<file path="src/rtl/id_ex_operand_stage.sv">
// ID/EX pipeline register feeding the ALU: captures decoded operands and control,
// resolves MEM/WB forwarding, detects load-use hazards and handles flush/hold.
//
// Handshake: there is no valid/ready pair here. id_stall is the "not ready" back to
// IF/ID; ex_hold is the downstream "not ready"; ex_valid marks a real instruction in EX.
module id_ex_operand_stage #(
  parameter int unsigned XLEN   = 32,
  parameter logic [4:0]  NOP_OP = 5'd0
) (
  input  logic            clk,
  input  logic            rstn,
  input  logic            id_valid,
  input  logic [XLEN-1:0] id_pc,
  input  logic [4:0]      id_rs1,
  input  logic [4:0]      id_rs2,
  input  logic            id_use_rs1,
  input  logic            id_use_rs2,
  input  logic [4:0]      id_rd,
  input  logic [XLEN-1:0] id_rd1,
  input  logic [XLEN-1:0] id_rd2,
  input  logic [XLEN-1:0] id_imm,
  input  logic            id_alusrc,
  input  logic [4:0]      id_alu_op,
  input  logic            id_regwrite,
  input  logic            id_memread,
  input  logic            id_memwrite,
  input  logic            flush,
  input  logic            ex_hold,
  input  logic            mem_regwrite,
  input  logic [4:0]      mem_rd,
  input  logic [XLEN-1:0] mem_result,
  input  logic            wb_regwrite,
  input  logic [4:0]      wb_rd,
  input  logic [XLEN-1:0] wb_result,
  output logic            id_stall,
  output logic            ex_valid,
  output logic [XLEN-1:0] ex_pc,
  output logic [XLEN-1:0] ex_a,
  output logic [XLEN-1:0] ex_b,
  output logic [4:0]      ex_alu_op,
  output logic [XLEN-1:0] ex_store_data,
  output logic [4:0]      ex_rd,
  output logic            ex_regwrite,
  output logic            ex_memread,
  output logic            ex_memwrite
);

  logic [4:0]      ex_rs1_q;
  logic [4:0]      ex_rs2_q;
  logic [XLEN-1:0] ex_rs1_val_q;
  logic [XLEN-1:0] ex_rs2_val_q;
  logic [XLEN-1:0] ex_imm_q;
  logic            ex_alusrc_q;

  logic            wb_hit_id_rs1;
  logic            wb_hit_id_rs2;
  logic [XLEN-1:0] id_rs1_val;
  logic [XLEN-1:0] id_rs2_val;

  logic            mem_fwd_rs1;
  logic            mem_fwd_rs2;
  logic            wb_fwd_rs1;
  logic            wb_fwd_rs2;
  logic [XLEN-1:0] fwd_rs1;
  logic [XLEN-1:0] fwd_rs2;

  logic            hazard;

  // Register-file write-through: WB writes on the same edge ID reads.
  always_comb begin
    wb_hit_id_rs1 = wb_regwrite && (wb_rd != 5'd0) && (wb_rd == id_rs1);
    wb_hit_id_rs2 = wb_regwrite && (wb_rd != 5'd0) && (wb_rd == id_rs2);
    id_rs1_val    = wb_hit_id_rs1 ? wb_result : id_rd1;
    id_rs2_val    = wb_hit_id_rs2 ? wb_result : id_rd2;
  end

  // Forwarding onto the stored operands; MEM is younger so it wins over WB.
  always_comb begin
    mem_fwd_rs1 = mem_regwrite && (mem_rd != 5'd0) && (mem_rd == ex_rs1_q);
    mem_fwd_rs2 = mem_regwrite && (mem_rd != 5'd0) && (mem_rd == ex_rs2_q);
    wb_fwd_rs1  = wb_regwrite && (wb_rd != 5'd0) && (wb_rd == ex_rs1_q);
    wb_fwd_rs2  = wb_regwrite && (wb_rd != 5'd0) && (wb_rd == ex_rs2_q);

    if (mem_fwd_rs1)     fwd_rs1 = mem_result;
    else if (wb_fwd_rs1) fwd_rs1 = wb_result;
    else                 fwd_rs1 = ex_rs1_val_q;

    if (mem_fwd_rs2)     fwd_rs2 = mem_result;
    else if (wb_fwd_rs2) fwd_rs2 = wb_result;
    else                 fwd_rs2 = ex_rs2_val_q;
  end

  always_comb begin
    hazard = id_valid && ex_valid && ex_memread && (ex_rd != 5'd0) &&
             ((id_use_rs1 && (id_rs1 == ex_rd)) || (id_use_rs2 && (id_rs2 == ex_rd)));
    id_stall = (hazard || ex_hold) && !flush;
  end

  always_ff @(posedge clk or negedge rstn) begin
    if (!rstn) begin
      ex_valid     <= 1'b0;
      ex_pc        <= '0;
      ex_alu_op    <= NOP_OP;
      ex_rd        <= 5'd0;
      ex_regwrite  <= 1'b0;
      ex_memread   <= 1'b0;
      ex_memwrite  <= 1'b0;
      ex_rs1_q     <= 5'd0;
      ex_rs2_q     <= 5'd0;
      ex_rs1_val_q <= '0;
      ex_rs2_val_q <= '0;
      ex_imm_q     <= '0;
      ex_alusrc_q  <= 1'b0;
    end else if (flush || (hazard && !ex_hold)) begin
      // Bubble: only control is killed; data fields are don't-care.
      ex_valid    <= 1'b0;
      ex_alu_op   <= NOP_OP;
      ex_rd       <= 5'd0;
      ex_regwrite <= 1'b0;
      ex_memread  <= 1'b0;
      ex_memwrite <= 1'b0;
    end else if (ex_hold) begin
      // Refresh so a producer retiring out of WB during the hold is not lost.
      ex_rs1_val_q <= fwd_rs1;
      ex_rs2_val_q <= fwd_rs2;
    end else begin
      ex_valid     <= id_valid;
      ex_pc        <= id_pc;
      ex_alu_op    <= id_alu_op;
      ex_rd        <= id_rd;
      ex_regwrite  <= id_regwrite && id_valid;
      ex_memread   <= id_memread && id_valid;
      ex_memwrite  <= id_memwrite && id_valid;
      ex_rs1_q     <= id_rs1;
      ex_rs2_q     <= id_rs2;
      ex_rs1_val_q <= id_rs1_val;
      ex_rs2_val_q <= id_rs2_val;
      ex_imm_q     <= id_imm;
      ex_alusrc_q  <= id_alusrc;
    end
  end

  always_comb begin
    ex_a          = fwd_rs1;
    ex_store_data = fwd_rs2;
    ex_b          = ex_alusrc_q ? ex_imm_q : fwd_rs2;
  end

endmodule

</file>
<file path="config.mk">
export PLATFORM = sky130hd
export DESIGN_NAME = id_ex_operand_stage
export DESIGN_NICKNAME = d
export VERILOG_FILES = /design/src/rtl/id_ex_operand_stage.sv
export SDC_FILE = /design/constraint.sdc
export NUM_CORES = 1
export LEC_CHECK = 0
export ABC_AREA = 0
export BUFFER_PORTS_ARGS = -buffer_cell sky130_fd_sc_hd__buf_2
export CORE_AREA = 2 2 148 150
export CTS_BUF_LIST = sky130_fd_sc_hd__clkbuf_8
export DETAILED_ROUTE_END_ITERATION = 8
export DIE_AREA = 0 0 150 152
export PLACE_DENSITY = 0.76
export REMOVE_ABC_BUFFERS = 1
export SLEW_MARGIN = 30
export SYNTH_ARGS = -nofsm -noshare
export SYNTH_HDL_FRONTEND = slang
export SYNTH_SLANG_ARGS = --single-unit
</file>
<file path="constraint.sdc">
create_clock -name clk -period 4.7 [get_ports clk]
set_input_delay 0.94 -clock clk [delete_from_list [all_inputs] [get_ports clk]]
set_output_delay 0.94 -clock clk [all_outputs]
set_load 0.02 [all_outputs]
</file>
=== After elaboration in Yosys (flattened, before gate mapping) ===
Cells that the tools add are included.

* Bits in registers: 153
* Output and inout port bits: 143
* Logic and storage cells: 73
* Input bits: 235

* Reduce and logical (&&, ||, !) cells: 28
* Bitwise operators: 2
* Multiplexer cells: 21
* Equal/unequal tests: 9

{| class="wikitable"
|+ Operators by type and width
! operator !! number
|-
| $mux W32 || 9
|-
| $eq A5 B5 Y1 || 8
|-
| $mux W5 || 4
|-
| $logic_and A1 B1 Y1 || 19
|-
| $reduce_bool A5 Y1 || 3
|-
| $mux W1 || 8
|-
| $logic_or A1 B1 Y1 || 3
|-
| $logic_not A1 Y1 || 2
|-
| $ne A2 B1 Y1 const B || 1
|-
| $not A1 Y1 || 2
|-
| $reduce_and A2 Y1 || 1
|}

=== Logic depth before layout (Yosys ltp) ===
Gate-level depths: netlist (run 1).

* Word-level depth: 8
* Mapped depth: 8
* Depth with buffers taken out: 6

=== Least setup slack after synthesis (run 1) ===
Ideal clock, no wire load.

* Kind: input port to output port
* Start: input port wb_rd[1]
* End: output port ex_b[10]
* Arrival: 3.006 ns
* Setup slack: 0.754 ns
* Path buffers: 2
* Data required time: 3.760 ns
* Stages on the path: 8
* Cells stage by stage: buf_2 or4_4 o21ai_4 nor4_4 buf_4 mux2i_1 a21oi_1 mux2_2

* Cells in the longest elaborated chain, start to end: 6
* Elaborated cells between the ends (all ways): 7
* Classes of those cells: 1 x eq/ne; 3 x mux; 3 x reduce/logical

{| class="wikitable"
|+ RTL lines
! what !! RTL line !! RTL
|-
| start, declared || 33 || <nowiki>input logic [4:0] wb_rd,</nowiki>
|-
| $reduce_bool A5 Y1 || 82 || <nowiki>wb_fwd_rs2 = wb_regwrite && (wb_rd != 5'd0) && (wb_rd == ex_rs2_q);</nowiki>
|-
| $logic_and A1 B1 Y1 || 82 ||
|-
| $logic_and A1 B1 Y1 (*) || 82 ||
|-
| $mux W32 (*) || 89 || <nowiki>else if (wb_fwd_rs2) fwd_rs2 = wb_result;</nowiki>
|-
| $mux W32 (*) || 88 || <nowiki>if (mem_fwd_rs2) fwd_rs2 = mem_result;</nowiki>
|-
| net ex_store_data[10] || 41 || <nowiki>output logic [XLEN-1:0] ex_store_data,</nowiki>
|-
| $mux W32 (*) || 146 || <nowiki>ex_b = ex_alusrc_q ? ex_imm_q : fwd_rs2;</nowiki>
|-
| end, declared || 39 || <nowiki>output logic [XLEN-1:0] ex_b,</nowiki>
|}

The timed path passes the listed nets; every way through them passes the cells marked *.

=== Final worst setup path (run 1) ===
* Start: input port wb_rd[1]
* End: output port ex_b[22]

* Cells in the longest elaborated chain, start to end: 6
* Elaborated cells between the ends (all ways): 7
* Classes of those cells: 1 x eq/ne; 3 x mux; 3 x reduce/logical

{| class="wikitable"
|+ RTL lines
! what !! RTL line
|-
| $reduce_bool A5 Y1 || 82
|-
| $logic_and A1 B1 Y1 || 82
|-
| $logic_and A1 B1 Y1 (*) || 82
|-
| $mux W32 (*) || 89
|-
| $mux W32 (*) || 88
|-
| $mux W32 (*) || 146
|}

Every way passes the cells marked *; elsewhere a longest branch is shown, timed or not.

==> impl_metrics.json, run 1 <==
{
  "switchingPower_mw": 1.50,
  "crit_cells": 9,
  "worstPathRequired_ps": 3760,
  "ys_seq_area_frac": 0.397,
  "ant_nets": 0,
  "num_vias": 8844,
  "grt_first_pass_wirelength_mm": 47.4,
  "grt_max_degree": 85,
  "critPathCapture": "ex_b[22]",
  "cap_violations": 0,
  "die_h_um": 152,
  "syn_inst": 883,
  "yosysTopAreaCellShare": 0.397,
  "cp_max_fo": 34,
  "crit_family": "simple AND/OR/NAND/NOR gates",
  "max_freq_mhz": 250,
  "synth_area_sq_um": 9650,
  "io_pins": 378,
  "numPortBuffers": 377,
  "p_sw_frac": 0.365,
  "cts_resized": 0,
  "worstSetupStartpointType": "primary input",
  "worstMarginPinSlew_ps": 943,
  "firstDrtPassIters": 5,
  "reg2regPathDepth": 8,
  "cp_cell_sequence": "buf_2 -> or4_4 -> o21ai_4 -> nor4_4 -> buf_12 -> mux2i_1 -> a21oi_1 -> mux2_2 -> buf_2",
  "synthTopCellsByArea": "dfrtp_1, mux2i_1, mux2_2",
  "clock_skew_ps": 18.1,
  "synthArstFlopShare": 1.00,
  "numCtsBuffers": 17,
  "r2r_end": "ex_rs2_val_q[29]",
  "hpwl_mm": 21.5,
  "power_frac_seq": 0.398,
  "grt_usage": 0.266,
  "cts_tree": "yes",
  "yosys.area.top_type": "dfrtp_1",
  "num_rows": 54,
  "clkPwrFrac": 0.265,
  "endpoint_kind": "primary output",
  "die-width_um": 150,
  "cts_max_path_buffers": 2,
  "synth.most_common_cell": "dfrtp_1",
  "path_clk_slew_ps": 90,
  "ys.flop_type": "dfrtp_1",
  "layout.nets": 1451,
  "clk_latency_ps": 450,
  "drt_iter0_markers": 614,
  "clock-sinks": 153,
  "root_buffer": "clkbuf_8",
  "final_core_util": 0.572,
  "crit_start": "wb_rd[1]",
  "dieArea_sq_um": 22800,
  "pwr-share-comb": 0.336,
  "yosysWarnings": 0,
  "finalCriticalPeriod_ps": 3990,
  "p_leak_nw": 5.24,
  "r2r-start": "ex_rs2_q[2]",
  "core_sq_um": 21400,
  "post_drt_wl_per_cell_um": 20.7,
  "antenna_found_initial": 2,
  "timing.final.hold_violations": 0,
  "critical_path_class": "in2out",
  "gp_congestion": 0.844,
  "synth_common_cells": "dfrtp_1, nor2_1, mux2i_1",
  "maxSlewHeadroom": 0.371,
  "layout-drive-gt1-share": 0.502,
  "synth-seq-cells": 153,
  "design_area_sq_um": 12200,
  "p_int_mw": 2.60,
  "max_stage_delay_ps": 560,
  "avgSynthCellArea_sq_um": 10.9,
  "power_density_nw_per_um2": 335,
  "cp.arrival_ps": 3050,
  "vdd_drop_max_mv": 0.243,
  "r2r_slack_ps": 1870,
  "synth_edf_count": 0,
  "hold_path_class": "reg2reg",
  "setup_violations": 0,
  "h-tree-depth": 4,
  "placed_area_sq_um": 11800,
  "rsz0062_at_grt": "false",
  "synth_cell_types": 37,
  "outcome": "finished, final reports clean",
  "crit_top_cell": "buf_2",
  "slew_violations": 0,
  "post_cts_buffers": 0,
  "grt_pass1_vias": 8660,
  "wirelength_mm": 31.2,
  "crit_buf_inv": 3,
  "cts_hold_buf": 0,
  "grt-ovfl-total": 0,
  "avgViaCountPerCell": 5.85,
  "start_util": 0.452,
  "drcViolationCount": 0,
  "crit_path_top_delay_cell": "or4_4",
  "area_growth_pct": 26.7,
  "fin_crit_sh": 0.850
}
[cells by family (layout without fill, tap and decap cells)]
| kind of cell | after synthesis | after routing | share of synthesized area |
|---|---|---|---|
| simple gates | 155 | 155 | 0.0715 |
| compound gates | 212 | 212 | 0.194 |
| mux | 235 | 235 | 0.258 |
| xor+xnor | 40 | 40 | 0.0363 |
| flops | 153 | 153 | 0.397 |
| buf+inv | 88 | 434 | 0.0438 |
| other cells | 0 | 3 | 0 |
[sequential cells by signal (all words and copies together), names as in the netlist]
register	count
ex_memwrite	1
ex_memread	1
ex_alusrc_q	1
ex_valid	1
ex_rs2_q	5
ex_alu_op	5
ex_rs1_q	5
ex_rs1_val_q	32
ex_imm_q	32
ex_rd	5
ex_pc	32
ex_rs2_val_q	32
ex_regwrite	1
[how the worst min path moves through the flow]
stage / start / endpoint / slack [ps] / cells past startpoint
after CTS: ex_rs1_val_q[20] / ex_rs1_val_q[20] / 510 / 1
after global routing: ex_rs1_val_q[4] / ex_rs1_val_q[4] / 520 / 1
after floorplan: ex_rs1_val_q[0] / ex_rs1_val_q[0] / 470 / 1
final: ex_rs1_val_q[16] / ex_rs1_val_q[16] / 500 / 1
after global placement: ex_memwrite / ex_memwrite / 480 / 1
after detailed placement: ex_alu_op[1] / ex_alu_op[1] / 480 / 1
[metrics by stage]
stage          instances  total power [mW]  setup slack, ps  hold WS [ps]  TNS (ps)
5_1_grt             1510              4.31              652           515         0
2_1_floorplan        798              2.48            -1360           469   -169050
4_1_cts             1509              4.14              711           507         0
3_5_place_dp        1477              3.04              713           484         0
6_report            1512              4.10              706           502         0
3_3_place_gp        1477              3.01              778           478         0
[worst register-to-register path, stage by stage (launching register included)]
cell     delay [ps]
dfrtp_1         440
xnor2_1         190
nand3_1         150
nor4_4          210
buf_12          330
inv_1           140
a31oi_4         780
buf_4           350
o32a_1          190
[routing by layer]
layer	wire (um)	track usage	up-vias
met5	0	0	-
met4	768	0.0943	0
met3	2860	0.0625	46
met2	15300	0.449	444
met1	12300	0.332	4299
li1	-	-	4055
[cells in the final DEF (no fill, tap or decap), types with 2 or more instances in the layout]
cell type and instances:
inv_8 4, a31oi_4 2, xnor2_1 18, buf_4 17
nor4_4 4, dfrtp_1 152, nor4_1 2, clkinv_2 2
xor2_1 22, bufinv_16 2, buf_2 375, diode_2 3
a21oi_1 64, nor2_1 131, inv_1 2, mux2_2 107
or4_1 2, a32o_1 3, buf_12 6, clkbuf_8 17
o32a_1 64, o221a_2 64, a22o_1 11, nor3_1 3
nand3_1 5, mux2i_1 128, inv_6 4
[power groups by stage]
stage               registers (mW)  clock network (mW)  logic (mW)
floorplan                     1.68                   0       0.802
global placement              1.65                   0        1.36
detailed placement            1.66                   0        1.38
CTS                           1.63                1.12        1.39
global route                  1.66                1.17        1.48
finish                        1.63                1.09        1.38
[final cells by class]
class | count | area (sq um)
fillers | 1877 | 9130
multi-input cells | 642 | 5470
flip-flops and latches | 153 | 3830
repair buffers | 399 | 2140
well taps | 280 | 350
clock buffers | 17 | 234
clock inverters | 15 | 183
inverters | 3 | 11.3
diodes | 3 | 7.51
Note: power is estimated with default switching activity, not from simulation.
==> inputs of run 2 (changes only) <==
Settings changed: ABC_AREA 0 to 1, CORE_AREA 2 2 148 150 to default, CORE_ASPECT_RATIO from default to 0.7, CORE_UTILIZATION from default to 53, DIE_AREA 0 0 150 152 to default, PLACE_DENSITY 0.76 to 0.84.
Clock period 4.7 ns to 4.1 ns, I/O delays scaled along.
==> run 2 against run 1 <==
Compared with the run above: area after synthesis is 13% higher; flip-flop and latch count unchanged; final cell count increased by 53%; hold slack got worse by 110 ps; largest power group unchanged.
==> impl_metrics.json, run 2 <==
{
  "grt_pass1_vias": 12000,
  "endpoint_kind": "primary output",
  "yosys.area.top_type": "dfrtp_1",
  "maxSlewHeadroom": 0.378,
  "synth_edf_count": 0,
  "gp_congestion": 0.950,
  "synth_common_cells": "nand2_1, nor2_1, nand3_1",
  "num_rows": 43,
  "synth.most_common_cell": "nand2_1",
  "setup_violations": 0,
  "cap_violations": 0,
  "rsz0062_at_grt": "false",
  "num_vias": 12900,
  "outcome": "finished, final reports clean",
  "clock-sinks": 153,
  "grt-ovfl-total": 0,
  "setup_ws_ps": 265,
  "die-width_um": 173,
  "layout_commonest_cell": "nand2_1",
  "timing.final.hold_violations": 0,
  "critical_path_class": "in2out",
  "grt_first_pass_wirelength_mm": 60.4,
  "layout-drive-gt1-share": 0.235,
  "firstDrtPassIters": 6,
  "core_sq_um": 19900,
  "drt_iter0_markers": 1767,
  "cts_resized": 0,
  "crit_buf_inv": 3,
  "worstSetupStartpointType": "primary input",
  "crit_path_top_delay_cell": "nand3_2",
  "cp_max_fo": 32,
  "final_cell_mix": "nand2_1, buf_2, nor2_1",
  "start_util": 0.545,
  "io_pins": 378,
  "fin_crit_sh": 0.935,
  "drcViolationCount": 0,
  "syn_inst": 1722,
  "worstMarginPinSlew_ps": 931,
  "fin_cells": 2317,
  "worstPathRequired_ps": 3280,
  "dieArea_sq_um": 21100,
  "cts_hold_buf": 0,
  "avgViaCountPerCell": 5.55,
  "antenna_found_initial": 5,
  "vdd_drop_max_mv": 0.228,
  "yosysWarnings": 0,
  "crit_family": "simple AND/OR/NAND/NOR gates",
  "grt_max_degree": 88,
  "max_stage_delay_ps": 810,
  "synth_cell_types": 25,
  "die_h_um": 122,
  "avgSynthCellArea_sq_um": 6.30,
  "cts_max_path_buffers": 2,
  "synth_area_sq_um": 10900,
  "area_growth_pct": 20.3,
  "grt_usage": 0.362,
  "synthArstFlopShare": 1.00,
  "finalCriticalPeriod_ps": 3840,
  "place_inst": 2279,
  "h-tree-depth": 4,
  "p_leak_nw": 7.91,
  "r2r_slack_ps": 1620,
  "post_drt_wl_per_cell_um": 16.5,
  "root_buffer": "clkbuf_8",
  "hpwl_mm": 26.0,
  "place_ws_ps": 418,
  "power_density_nw_per_um2": 362,
  "hold_path_class": "in2async",
  "slew_violations": 0,
  "cp_cell_sequence": "buf_2 -> nor3_1 -> nand2_1 -> nand2_2 -> inv_2 -> nand3_2 -> nand3_1 -> nand2_1 -> buf_2",
  "path_clk_slew_ps": 110,
  "total_power_mw": 4.73,
  "numCtsBuffers": 17,
  "cts_tree": "yes",
  "placed_area_sq_um": 12600,
  "ant_nets": 0,
  "ys_seq_area_frac": 0.353,
  "yosysTopAreaCellShare": 0.353,
  "cp.arrival_ps": 3020,
  "ys.flop_type": "dfrtp_1",
  "numPortBuffers": 377,
  "post_cts_buffers": 0,
  "synth-seq-cells": 153,
  "design_area_sq_um": 13100,
  "clock_skew_ps": 22.7,
  "wirelength_mm": 38.2,
  "synthTopCellsByArea": "dfrtp_1, nand2_1, nor2_1",
  "max_freq_mhz": 261,
  "clk_latency_ps": 480,
  "layout.nets": 2263,
  "fillCellCount": 1886
}
run 2: logic make-up after synthesis:
kind of cell / after synthesis / synth area share
compound gates: 48 / 0.0258
xor+xnor: 25 / 0.0202
buf+inv: 235 / 0.108
flops: 153 / 0.353
simple gates: 1261 / 0.494
run 2: path summary, 6_finish.rpt:
path | startpoint | endpoint | cells after the start
worst max-delay path | mem_rd[2] | ex_a[11] | 9
worst min-delay path | rstn | ex_rs1_q[1] | 1
worst max register to register | ex_rs1_q[0] | ex_rs1_val_q[11] | 8
worst min register to register | ex_alu_op[0] | ex_alu_op[0] | 2
max in group asynchronous | rstn | ex_imm_q[3] | 2
min in group clk | ex_alu_op[0] | ex_alu_op[0] | 2
run 2: cell type report:
| cell class | instances | area, sq um | share of cell area |
|---|---|---|---|
| diodes | 6 | 15.0 | 0.00115 |
| clock inverters | 15 | 179 | 0.0137 |
| inverters | 123 | 464 | 0.0355 |
| flip-flops and latches | 153 | 3830 | 0.293 |
| clock buffers | 17 | 234 | 0.0179 |
| repair buffers | 399 | 2110 | 0.161 |
| multi-input cells | 1334 | 5890 | 0.451 |
| well taps | 270 | 338 | 0.0259 |
run 2: power by group:
group          total, mW  switching (mW)  leakage (nW)  internal (mW)
sequential          1.80           0.113          1.89           1.69
combinational       1.71            1.17          5.83          0.544
clock               1.22           0.752         0.200          0.466
run 2: per-stage QoR:
stage	hold slack, ps	utilization	TNS, ps
after floorplan	449	-	-30070
after global placement	458	0.635	0
after detailed placement	459	0.635	0
after CTS	423	0.655	0
after global routing	451	0.656	0
final	397	0.656	0
run 2: metal layers:
layer  wire [um]  part of all wire  vias to the layer above  track usage
met5           0                 0                        -            0
li1            -                 -                     6014            -
met1       15300              0.40                     5793        0.475
met4        1420             0.037                        0        0.169
met2       17000              0.44                      905        0.579
met3        4500              0.12                      155       0.0765
==> inputs of run 3 (changes only) <==
Settings changed: SKIP_LAST_GASP from default to 1.
Clock period 4.1 ns to 3.8 ns, I/O delays scaled along.
==> run 3 against run 2 <==
Compared with the run above: global-route usage is 0.32 points lower; non-clock buffer count is 5 higher; die area stayed put; largest power group unchanged; first-iteration DRC count is 19% lower; final cell count is 0.17% higher; power is 8.1% higher; largest cell class unchanged.
==> impl_metrics.json, run 3 (same netlist as run 2, synthesis figures left out) <==
{
  "grt_first_pass_wirelength_mm": 59.8,
  "drcViolationCount": 0,
  "numCtsBuffers": 17,
  "die-width_um": 173,
  "cts_tree": "yes",
  "cts_max_path_buffers": 2,
  "cts_resized": 0,
  "antenna_found_initial": 5,
  "hold_path_class": "in2async",
  "die_h_um": 122,
  "switchingPower_mw": 2.19,
  "numPortBuffers": 377,
  "layout.nets": 2268,
  "core_sq_um": 19900,
  "power_density_nw_per_um2": 390,
  "layout_commonest_cell": "nand2_1",
  "cap_violations": 0,
  "power_frac_seq": 0.380,
  "num_vias": 12600,
  "worstPathRequired_ps": 3040,
  "post_drt_wl_per_cell_um": 16.2,
  "start_util": 0.545,
  "cp_max_fo": 18,
  "worstSetupStartpointType": "register",
  "rsz0062_at_grt": "false",
  "r2r-start": "ex_rd[1]",
  "p_leak_nw": 7.96,
  "maxSlewHeadroom": 0.369,
  "r2r_end": "ex_rs2_q[0]",
  "h-tree-depth": 4,
  "hpwl_mm": 25.5,
  "p_int_mw": 2.93,
  "fin_tns_setup_ps": 0,
  "avgViaCountPerCell": 5.43,
  "p_sw_frac": 0.428,
  "cp.arrival_ps": 2510,
  "gp_congestion": 0.936,
  "num_rows": 43,
  "endpoint_kind": "primary output",
  "design_area_sq_um": 13100,
  "clkPwrFrac": 0.261,
  "hold-worst-slack_ps": 349,
  "vdd_drop_max_mv": 0.240,
  "path_clk_slew_ps": 100,
  "r2r_slack_ps": 1530,
  "drt_iter0_markers": 1438,
  "clock-sinks": 153,
  "clock_skew_ps": 23.3,
  "max_freq_mhz": 306,
  "root_buffer": "clkbuf_8",
  "worstMarginPinSlew_ps": 947,
  "grt-ovfl-total": 0,
  "layout-drive-gt1-share": 0.237,
  "grt_max_degree": 92,
  "firstDrtPassIters": 7,
  "area_growth_pct": 21.0,
  "post_cts_buffers": 0,
  "finalCriticalPeriod_ps": 3270,
  "outcome": "finished, final reports clean",
  "pwr-share-comb": 0.359,
  "grt_pass1_vias": 11800,
  "dieArea_sq_um": 21100,
  "total_power_mw": 5.12,
  "final_cell_mix": "nand2_1, buf_2, nor2_1",
  "ant_nets": 0,
  "setup_violations": 0,
  "grt_usage": 0.359,
  "fin_crit_sh": 0.861,
  "clk_latency_ps": 470,
  "crit_start": "ex_rs1_q[0]",
  "placed_area_sq_um": 12700,
  "critical_path_class": "reg2out",
  "slew_violations": 0,
  "timing.final.hold_violations": 0,
  "reg2regPathDepth": 9,
  "cts_hold_buf": 0,
  "wirelength_mm": 37.6,
  "io_pins": 378
}
## run 3: cell count changes in the layout (fill, tap and decap cells not counted), sizes merged
cell	before	now
clkinvlp	2	0
clkbuf	17	18
buf	399	403
diode	6	5
clkinv	7	9
## run 3: worst max path at each step
stage | to | cells after the start | slack, ps
2_1_floorplan | ex_memread | 5 | -480
3_3_place_gp | ex_a[8] | 10 | 600
3_5_place_dp | ex_b[21] | 9 | 570
4_1_cts | ex_a[3] | 8 | 520
5_1_grt | ex_a[8] | 9 | 370
6_report | ex_a[8] | 8 | 530
## run 3: layer usage
metal | up-vias | track usage | wire length [um]
met5 | - | 0 | 11
met4 | 2 | 0.149 | 948
met3 | 78 | 0.0846 | 4200
met2 | 806 | 0.587 | 17200
met1 | 5699 | 0.461 | 15200
li1 | 6025 | - | -
## run 3: power groups by stage
stage	sequential, mW	combinational, mW	clock (mW)
after global placement	1.96	1.78	0
after global routing	1.97	2.01	1.41
after CTS	1.94	1.82	1.35
after detailed placement	1.97	1.81	0
after floorplan	2.01	1.04	0
final	1.94	1.84	1.34
## run 3: metrics by stage
stage          worst slack [ps]  std cells  utilization
5_1_grt                     366       2320        0.659
2_1_floorplan              -477       1610            -
3_3_place_gp                597       2284        0.637
6_report                    528       2321        0.660
3_5_place_dp                571       2284        0.637
4_1_cts                     521       2316        0.659
## run 3: area by class of cell
type | instances | area, sq um
multi-input cells | 1334 | 5890
inverters | 123 | 464
diodes | 5 | 12.5
repair buffers | 404 | 2160
well taps | 270 | 338
clock inverters | 15 | 199
fillers | 1856 | 6780
clock buffers | 17 | 234
flip-flops and latches | 153 | 3830
## run 3: critical path, stage by stage, from the launching register on
cell     delay [ps]
dfrtp_1         440
xnor2_1         180
nand2_1         120
nor2_1          150
nand3_2         390
buf_12          320
nand3_1         110
nand2_1         130
buf_2           190
